==> src/rtl/trap_sequencer_pkg.sv <==
// -----------------------------------------------------------------------------
// trap_sequencer_pkg
// Purpose : shared definitions for the machine-mode trap sequencer: datapath
//           width, CSR addresses, mstatus bit positions and the FSM state enum.
// Ports   : none (package)
// -----------------------------------------------------------------------------
package trap_sequencer_pkg;

   localparam int XLEN = 32;

   localparam logic [11:0] CSR_MSTATUS = 12'h300;
   localparam logic [11:0] CSR_MTVEC   = 12'h305;
   localparam logic [11:0] CSR_MEPC    = 12'h341;
   localparam logic [11:0] CSR_MCAUSE  = 12'h342;

   localparam int MSTATUS_MIE    = 3;
   localparam int MSTATUS_MPIE   = 7;
   localparam int MSTATUS_MPP_LO = 11;
   localparam int MSTATUS_MPP_HI = 12;

   typedef enum logic [2:0] {
      ST_IDLE     = 3'd0,
      ST_E_MEPC   = 3'd1,
      ST_E_MCAUSE = 3'd2,
      ST_E_MSTAT  = 3'd3,
      ST_E_JUMP   = 3'd4,
      ST_R_MSTAT  = 3'd5,
      ST_R_JUMP   = 3'd6
   } state_t;

endpackage

==> src/rtl/trap_sequencer_if.sv <==
// -----------------------------------------------------------------------------
// trap_sequencer_if
// Purpose : bundles the request, CSR-port and redirect signals of the trap
//           sequencer.
// Signals : i_ecall/i_mret     one-cycle request pulses (core -> sequencer)
//           i_pc/i_ecall_no    trapping PC and cause value
//           i_csr_rdata        CSR read data, combinational from o_csr_raddr
//           o_csr_raddr        CSR read address
//           o_csr_wr_en/waddr/wdata  single CSR write port
//           o_busy             stall for IFU/IDU
//           o_redirect/o_redirect_pc one-cycle PC redirect and its target
// Handshake: requests are single-cycle pulses with no ready signal; they are
//           taken only while the sequencer is idle, and o_busy (which rises
//           combinationally in the accept cycle) tells upstream to hold off.
// Modports: slave = sequencer side, master = core/CSR-file side.
// -----------------------------------------------------------------------------
interface trap_sequencer_if #(
   parameter int XLEN = trap_sequencer_pkg::XLEN
);
   logic            i_ecall;
   logic            i_mret;
   logic [XLEN-1:0] i_pc;
   logic [XLEN-1:0] i_ecall_no;
   logic [XLEN-1:0] i_csr_rdata;
   logic [11:0]     o_csr_raddr;
   logic            o_csr_wr_en;
   logic [11:0]     o_csr_waddr;
   logic [XLEN-1:0] o_csr_wdata;
   logic            o_busy;
   logic            o_redirect;
   logic [XLEN-1:0] o_redirect_pc;

   modport slave (
      input  i_ecall, i_mret, i_pc, i_ecall_no, i_csr_rdata,
      output o_csr_raddr, o_csr_wr_en, o_csr_waddr, o_csr_wdata,
      output o_busy, o_redirect, o_redirect_pc
   );

   modport master (
      output i_ecall, i_mret, i_pc, i_ecall_no, i_csr_rdata,
      input  o_csr_raddr, o_csr_wr_en, o_csr_waddr, o_csr_wdata,
      input  o_busy, o_redirect, o_redirect_pc
   );
endinterface

==> src/rtl/trap_sequencer_mstatus_update.sv <==
// -----------------------------------------------------------------------------
// mstatus_update
// Purpose : combinational mstatus rewrite for trap entry and trap return.
// Ports   : i_old      current mstatus value
//           i_is_mret  0: trap entry (MPIE<=MIE, MIE<=0)
//                      1: trap return (MIE<=MPIE, MPIE<=1)
//           o_new      updated mstatus; MPP forced to M-mode in both cases,
//                      all other bits pass through untouched
// -----------------------------------------------------------------------------
module mstatus_update
   import trap_sequencer_pkg::*;
#(
   parameter int XLEN = 32
) (
   input  logic [XLEN-1:0] i_old,
   input  logic            i_is_mret,
   output logic [XLEN-1:0] o_new
);

   always_comb begin
      o_new = i_old;
      if (i_is_mret) begin
         o_new[MSTATUS_MIE]  = i_old[MSTATUS_MPIE];
         o_new[MSTATUS_MPIE] = 1'b1;
      end else begin
         o_new[MSTATUS_MPIE] = i_old[MSTATUS_MIE];
         o_new[MSTATUS_MIE]  = 1'b0;
      end
      // M-only hart: previous privilege is always machine mode.
      o_new[MSTATUS_MPP_HI:MSTATUS_MPP_LO] = 2'b11;
   end

endmodule

==> src/rtl/trap_sequencer.sv <==
// -----------------------------------------------------------------------------
// trap_sequencer
// Purpose : sequences machine-mode CSR updates for ecall (mepc, mcause,
//           mstatus, then redirect to mtvec) and mret (mstatus, then redirect
//           to mepc) over a single CSR write port, stalling the core meanwhile.
// Params  : XLEN         datapath width
//           MTVEC_ALIGN  1: clear mtvec[1:0] on redirect (direct mode)
// Ports   : clk, rst     clock, synchronous active-high reset
//           bus          trap_sequencer_if.slave (requests, CSR port, redirect)
//           o_state      current FSM state for observation
// -----------------------------------------------------------------------------
module trap_sequencer
   import trap_sequencer_pkg::*;
#(
   parameter int XLEN        = 32,
   parameter bit MTVEC_ALIGN = 1'b1
) (
   input  logic              clk,
   input  logic              rst,
   trap_sequencer_if.slave   bus,
   output state_t            o_state
);

   state_t          r_state;
   logic [XLEN-1:0] r_pc;
   logic [XLEN-1:0] r_cause;
   logic            r_wr_en;
   logic [11:0]     r_waddr;
   logic [11:0]     r_raddr;
   logic            r_redirect;

   logic [XLEN-1:0] w_mstatus_new;
   logic [XLEN-1:0] w_wdata;
   logic [XLEN-1:0] w_redirect_pc;
   logic            w_is_mret;

   assign w_is_mret = (r_state == ST_R_MSTAT);

   mstatus_update #(.XLEN(XLEN)) u_mstatus_update (
      .i_old     (bus.i_csr_rdata),
      .i_is_mret (w_is_mret),
      .o_new     (w_mstatus_new)
   );

   // Control outputs are registered: each transition loads the strobes and
   // addresses that belong to the state being entered.
   always_ff @(posedge clk) begin
      if (rst) begin
         r_state    <= ST_IDLE;
         r_pc       <= '0;
         r_cause    <= '0;
         r_wr_en    <= 1'b0;
         r_waddr    <= '0;
         r_raddr    <= '0;
         r_redirect <= 1'b0;
      end else begin
         case (r_state)
            ST_IDLE: begin
               if (bus.i_ecall) begin
                  // ecall has priority; a simultaneous mret is dropped.
                  r_pc       <= bus.i_pc;
                  r_cause    <= bus.i_ecall_no;
                  r_state    <= ST_E_MEPC;
                  r_wr_en    <= 1'b1;
                  r_waddr    <= CSR_MEPC;
                  r_raddr    <= '0;
                  r_redirect <= 1'b0;
               end else if (bus.i_mret) begin
                  r_state    <= ST_R_MSTAT;
                  r_wr_en    <= 1'b1;
                  r_waddr    <= CSR_MSTATUS;
                  r_raddr    <= CSR_MSTATUS;
                  r_redirect <= 1'b0;
               end else begin
                  r_wr_en    <= 1'b0;
                  r_waddr    <= '0;
                  r_raddr    <= '0;
                  r_redirect <= 1'b0;
               end
            end
            ST_E_MEPC: begin
               r_state <= ST_E_MCAUSE;
               r_wr_en <= 1'b1;
               r_waddr <= CSR_MCAUSE;
            end
            ST_E_MCAUSE: begin
               r_state <= ST_E_MSTAT;
               r_wr_en <= 1'b1;
               r_waddr <= CSR_MSTATUS;
               r_raddr <= CSR_MSTATUS;
            end
            ST_E_MSTAT: begin
               r_state    <= ST_E_JUMP;
               r_wr_en    <= 1'b0;
               r_waddr    <= '0;
               r_raddr    <= CSR_MTVEC;
               r_redirect <= 1'b1;
            end
            ST_R_MSTAT: begin
               r_state    <= ST_R_JUMP;
               r_wr_en    <= 1'b0;
               r_waddr    <= '0;
               r_raddr    <= CSR_MEPC;
               r_redirect <= 1'b1;
            end
            default: begin
               // ST_E_JUMP, ST_R_JUMP and any unused encoding return to idle.
               r_state    <= ST_IDLE;
               r_wr_en    <= 1'b0;
               r_waddr    <= '0;
               r_raddr    <= '0;
               r_redirect <= 1'b0;
            end
         endcase
      end
   end

   // Write data: mepc/mcause come from the latched request, mstatus is a
   // same-cycle read-modify-write through the combinational read port.
   always_comb begin
      w_wdata = '0;
      case (r_state)
         ST_E_MEPC:   w_wdata = r_pc;
         ST_E_MCAUSE: w_wdata = r_cause;
         ST_E_MSTAT:  w_wdata = w_mstatus_new;
         ST_R_MSTAT:  w_wdata = w_mstatus_new;
         default:     w_wdata = '0;
      endcase
   end

   // Redirect target is taken straight from the CSR read (mtvec or mepc).
   always_comb begin
      w_redirect_pc = '0;
      if (r_redirect) begin
         if (r_state == ST_E_JUMP && MTVEC_ALIGN)
            w_redirect_pc = {bus.i_csr_rdata[XLEN-1:2], 2'b00};
         else
            w_redirect_pc = bus.i_csr_rdata;
      end
   end

   assign bus.o_csr_raddr   = r_raddr;
   assign bus.o_csr_wr_en   = r_wr_en;
   assign bus.o_csr_waddr   = r_waddr;
   assign bus.o_csr_wdata   = w_wdata;
   assign bus.o_redirect    = r_redirect;
   assign bus.o_redirect_pc = w_redirect_pc;
   // Busy rises in the accept cycle so the core stalls without a bubble.
   assign bus.o_busy        = (r_state != ST_IDLE) | bus.i_ecall | bus.i_mret;
   assign o_state           = r_state;

endmodule

==> src/flat_wrapper.sv <==
// flat-port wrapper written by rule: the top's interface ports become plain ports
module trap_sequencer_flat import trap_sequencer_pkg::*;
#(
   parameter int XLEN        = 32,
   parameter bit MTVEC_ALIGN = 1'b1
)
  (clk, rst, o_state, bus_i_ecall, bus_i_mret, bus_i_pc, bus_i_ecall_no, bus_i_csr_rdata, bus_o_csr_raddr, bus_o_csr_wr_en, bus_o_csr_waddr, bus_o_csr_wdata, bus_o_busy, bus_o_redirect, bus_o_redirect_pc);
  trap_sequencer_if #(.XLEN(XLEN)) bus_i ();
  input  logic clk;
  input  logic rst;
  output state_t o_state;
  input wire logic [$bits(bus_i.i_ecall)-1:0] bus_i_ecall;
  input wire logic [$bits(bus_i.i_mret)-1:0] bus_i_mret;
  input wire logic [$bits(bus_i.i_pc)-1:0] bus_i_pc;
  input wire logic [$bits(bus_i.i_ecall_no)-1:0] bus_i_ecall_no;
  input wire logic [$bits(bus_i.i_csr_rdata)-1:0] bus_i_csr_rdata;
  output wire logic [$bits(bus_i.o_csr_raddr)-1:0] bus_o_csr_raddr;
  output wire logic [$bits(bus_i.o_csr_wr_en)-1:0] bus_o_csr_wr_en;
  output wire logic [$bits(bus_i.o_csr_waddr)-1:0] bus_o_csr_waddr;
  output wire logic [$bits(bus_i.o_csr_wdata)-1:0] bus_o_csr_wdata;
  output wire logic [$bits(bus_i.o_busy)-1:0] bus_o_busy;
  output wire logic [$bits(bus_i.o_redirect)-1:0] bus_o_redirect;
  output wire logic [$bits(bus_i.o_redirect_pc)-1:0] bus_o_redirect_pc;
  assign bus_i.i_ecall = bus_i_ecall;
  assign bus_i.i_mret = bus_i_mret;
  assign bus_i.i_pc = bus_i_pc;
  assign bus_i.i_ecall_no = bus_i_ecall_no;
  assign bus_i.i_csr_rdata = bus_i_csr_rdata;
  assign bus_o_csr_raddr = bus_i.o_csr_raddr;
  assign bus_o_csr_wr_en = bus_i.o_csr_wr_en;
  assign bus_o_csr_waddr = bus_i.o_csr_waddr;
  assign bus_o_csr_wdata = bus_i.o_csr_wdata;
  assign bus_o_busy = bus_i.o_busy;
  assign bus_o_redirect = bus_i.o_redirect;
  assign bus_o_redirect_pc = bus_i.o_redirect_pc;
  trap_sequencer #(.XLEN(XLEN), .MTVEC_ALIGN(MTVEC_ALIGN)) u_core (.clk(clk), .rst(rst), .bus(bus_i), .o_state(o_state));
endmodule
==> config.mk <==
export PLATFORM = sky130hd
export DESIGN_NAME = trap_sequencer_flat
export DESIGN_NICKNAME = d
export VERILOG_FILES = /design/src/rtl/trap_sequencer_pkg.sv /design/src/rtl/trap_sequencer_if.sv /design/src/rtl/trap_sequencer_mstatus_update.sv /design/src/rtl/trap_sequencer.sv /design/src/flat_wrapper.sv
export SDC_FILE = /design/constraint.sdc
export NUM_CORES = 1
export LEC_CHECK = 0
export ABC_AREA = 1
export CORE_MARGIN = 10
export CORE_UTILIZATION = 45
export DETAILED_ROUTE_END_ITERATION = 12
export GPL_TIMING_DRIVEN = 0
export PLACE_DENSITY = 0.82
export SLEW_MARGIN = 40
export SYNTH_ARGS = -nofsm -noshare
export SYNTH_HDL_FRONTEND = slang
export SYNTH_HIERARCHICAL = 1
export SYNTH_SLANG_ARGS = --single-unit
==> constraint.sdc <==
create_clock -name clk -period 1.65 [get_ports clk]
set_input_delay 0.33 -clock clk [delete_from_list [all_inputs] [get_ports clk]]
set_output_delay 0.33 -clock clk [all_outputs]
set_load 0.02 [all_outputs]
==> summary.md <==
| Metric | Value |
|---|---|
| Status | complete, but fails checks |
| Failing checks | setup timing |
| WP depth | 8 |
| Slew Viols, Final | 0 |
| Synth Area in Simple Gates | between 30 and 40% |
| RSZ-0062 raised after global routing | yes |
| HPWL Detailed | about 12 mm |
| P&R area growth vs syn | 63.0% |
| Setup-failing EPs final | 35 |
| Hold crit path type | in -> reg |
| Most frequent cells in the layout | inv_1, nand2_1, clkdlybuf4s50_1 |
| Initial antenna violation count | 0 |
| # nets final | 1202 |
| I/O Buffers | about 180 |
| Later-pin clock latency in the skew report | 0.35 ns |
| Cell Pwr Density | 902 nW/um^2 |
| Reg-to-reg startpoint | u_core/o_state[0] |
| Main combinational cell family by area after synthesis | simple AND/OR/NAND/NOR gates |
| Syn Area/Cell | 5.74 um^2 |
| Synth Area in XOR/XNOR | 0% |
| Clock Path Buffers | 2 |
| Critical Path Fanout Max | 6 |
| Max cap viols | 0 |
| Total iterations of the first detailed-routing run | 5 |
| Synth Instances | 870 |
| Post-Place Setup Slack | -0.708 ns |
| Initial Util | about 46% |
| Synth Area in Adders | 0% |
| Critical Path Source Type | flop |
| Compound-Gate Fraction of Synth Area | less than 1% |
| Fin. Hold Viols | 0 |
| Peak Freq | between 500 and 600 MHz |
| Hold slack final | between 0.2 and 0.3 ns |
| Fin util | 75.1% |
| Worst Path Required | about 1.3 ns |
| Slowest cell on the critical path | dfxtp_4 |
| Die Area | around 16000 um^2 |
| Crit share post-route | 116% |
| Main synth FF type | dfxtp_1 |
| Clk sinks | 77 |
| Multiplexer share of the synthesized area | 0% |
| # DRC | 0 |
| Root Driver | clkbuf_8 |
| Worst Max-Slew Pin Slew | 0.551 ns |
| Final ANT Viol Nets | 0 |
| I/O pin cnt | approximately 190 |
| Chip width | between 100 and 150 um |
| DRT Wirelength | roughly 20 mm |
| All-layer global routing usage | a little over a fifth |
| Relative slew slack | between 60% and 70% |
| Yosys reg bits | slightly below 80 |
| Critical path class | reg -> out |
| Via count | approximately 5800 |
| Syn Std Cell Area | 4990 um^2 |
| Pwr Total | around 7300 uW |
| Critical Path End Type | primary output |
| Final cell count without fillers | 1247 |
| R2R depth | 8 |
| Minimum clock period | slightly below 2 ns |
| Layout cells sized above 1 | 26.2% |
| FP Rows | 38 |
| Post-synth EDFFs | 0 |
| Vias in the first global route | approximately 5300 |
| Syn. warnings | 6 |
| Delay-heaviest family, CP | buffers and inverters |
| Worst hold start | rst |
| Most common cell after layout, fill and taps aside | inv_1 |
| Buf/Inv on CP | 4 |
| Cell variety after synth | 19 |
| GP Congestion | roughly 0.9 |
| Beginning of the critical path | u_core/o_state[1] |
| Total gr overflow | 0 |
| Die Ht | ~130 um |
| Crit path largest cell delay | about 0.37 ns |
| Pleak | 0.00494 uW |
| CTS tree | yes |
| Clock transition at path regs | 0.08 ns |
| Sequential share of the synthesized area | between 30% and 40% |
| Via density | between 4 and 5 |
| Worst Hold Path Cells | 2 |
| ANT cells | 0 |
| Ys async rst share | 0% |
| Pin count of the biggest net entering global routing | 14 |
| Placed cell count | approximately 1200 |
| First-pass GRT wire length | roughly 28 mm |
| CTS buffer count | 9 |
| Starting DRC count in detailed routing | a little under 500 |
| Worst Skew | between 0.008 and 0.009 ns |
| PnR worst setup slack | -0.271 ns |
| H-tree levels | 3 |
| Core ar. | 10800 um^2 |
| Wire per inst | approximately 16 um |
| Cells along the critical path | inv_8, nand2_4, nor2_4, buf_8, clkbuf_16, nand2_2, nand3_2, buf_6 |
| Worst VDD drop | around 0.00045 V |
| Crit path DAT | roughly 1.6 ns |
-- logic make-up after synthesis --
| kind of cell | Yosys count |
|---|---|
| AO/OA/AOI/OAI | 7 |
| buffers and inverters | 330 |
| flip-flops | 77 |
| other | 2 |
| AND/OR/NAND/NOR | 454 |
-- worst paths after layout --
| path | end | slack [ns] |
|---|---|---|
| max | bus_o_csr_wdata[20] | -0.27 |
| min | u_core/o_state[1] | 0.28 |
| max reg2reg | u_core/r_pc[13] | 0.02 |
| min reg2reg | u_core/bus.o_csr_raddr[2] | 0.49 |
-- synthesized netlist by cell type, types with 2 or more instances --
cell | number | area, um^2
nand2_1 | 266 | 998
inv_1 | 232 | 871
nor2_1 | 82 | 308
dfxtp_1 | 77 | 1540
nand4_1 | 64 | 400
buf_4 | 50 | 375
nand3_1 | 38 | 190
buf_2 | 22 | 110
clkbuf_1 | 11 | 41.3
buf_1 | 9 | 33.8
a21oi_1 | 4 | 20.0
buf_6 | 4 | 45.0
o21ai_0 | 3 | 15.0
conb_1 | 2 | 7.51
inv_2 | 2 | 7.51
-- registers in the layout, summed over array words and instances, names as in the netlist --
register,cells
u_core/bus.o_csr_wr_en,1
u_core/bus.o_redirect,1
u_core/bus.o_csr_raddr,4
u_core/r_pc,32
u_core/r_cause,32
u_core/o_state,3
u_core/bus.o_csr_waddr,4
-- where the power goes --
part           switching, uW  internal, uW  leakage (uW)
clock                    731           859      0.000104
combinational           1880          1530       0.00420
sequential               207          2140      0.000639
total                   2820          4530       0.00494
-- worst register-to-register path, stage by stage, from the launching register on --
cell	delay [ns]
dfxtp_4	0.40
nor2_4	0.16
buf_4	0.13
buf_6	0.09
buf_4	0.13
clkbuf_1	0.33
nand4_1	0.14
nand2_1	0.08
nor2_1	0.05
-- stage by stage --
| step | cell area, um^2 | TNS [ns] |
|---|---|---|
| floorplan | 5050 | 0 |
| global placement | 7000 | -33.12 |
| detailed placement | 7000 | -33.60 |
| CTS | 7720 | -7.77 |
| global route | 8140 | -10.34 |
| finish | 8140 | -8.11 |
-- cell type report --
class	count	area, um^2
inverters	234	896
plain buffers	93	753
repair buffers	210	2060
multi-input cells	477	2490
fillers	864	2700
well taps	140	175
clock buffers	11	131
flip-flops and latches	77	1560
clock inverters	5	85.1
-- metal layers --
layer	share of wire (%)	up-vias	track usage [%]
li1	-	2935	-
met1	41	2624	25.1
met2	48	223	36.4
met3	8.3	34	5.79
met4	2.6	0	9.15
met5	0	-	0
-- what timing repair did --
item,in CTS,in global routing
endpoints found under the setup margin,82,100
buffers inserted,16,7
hold buffers,0,0
gates cloned,3,7
resized for setup,386,150
pin swaps,10,15
Note: power is estimated with default switching activity, not from simulation.
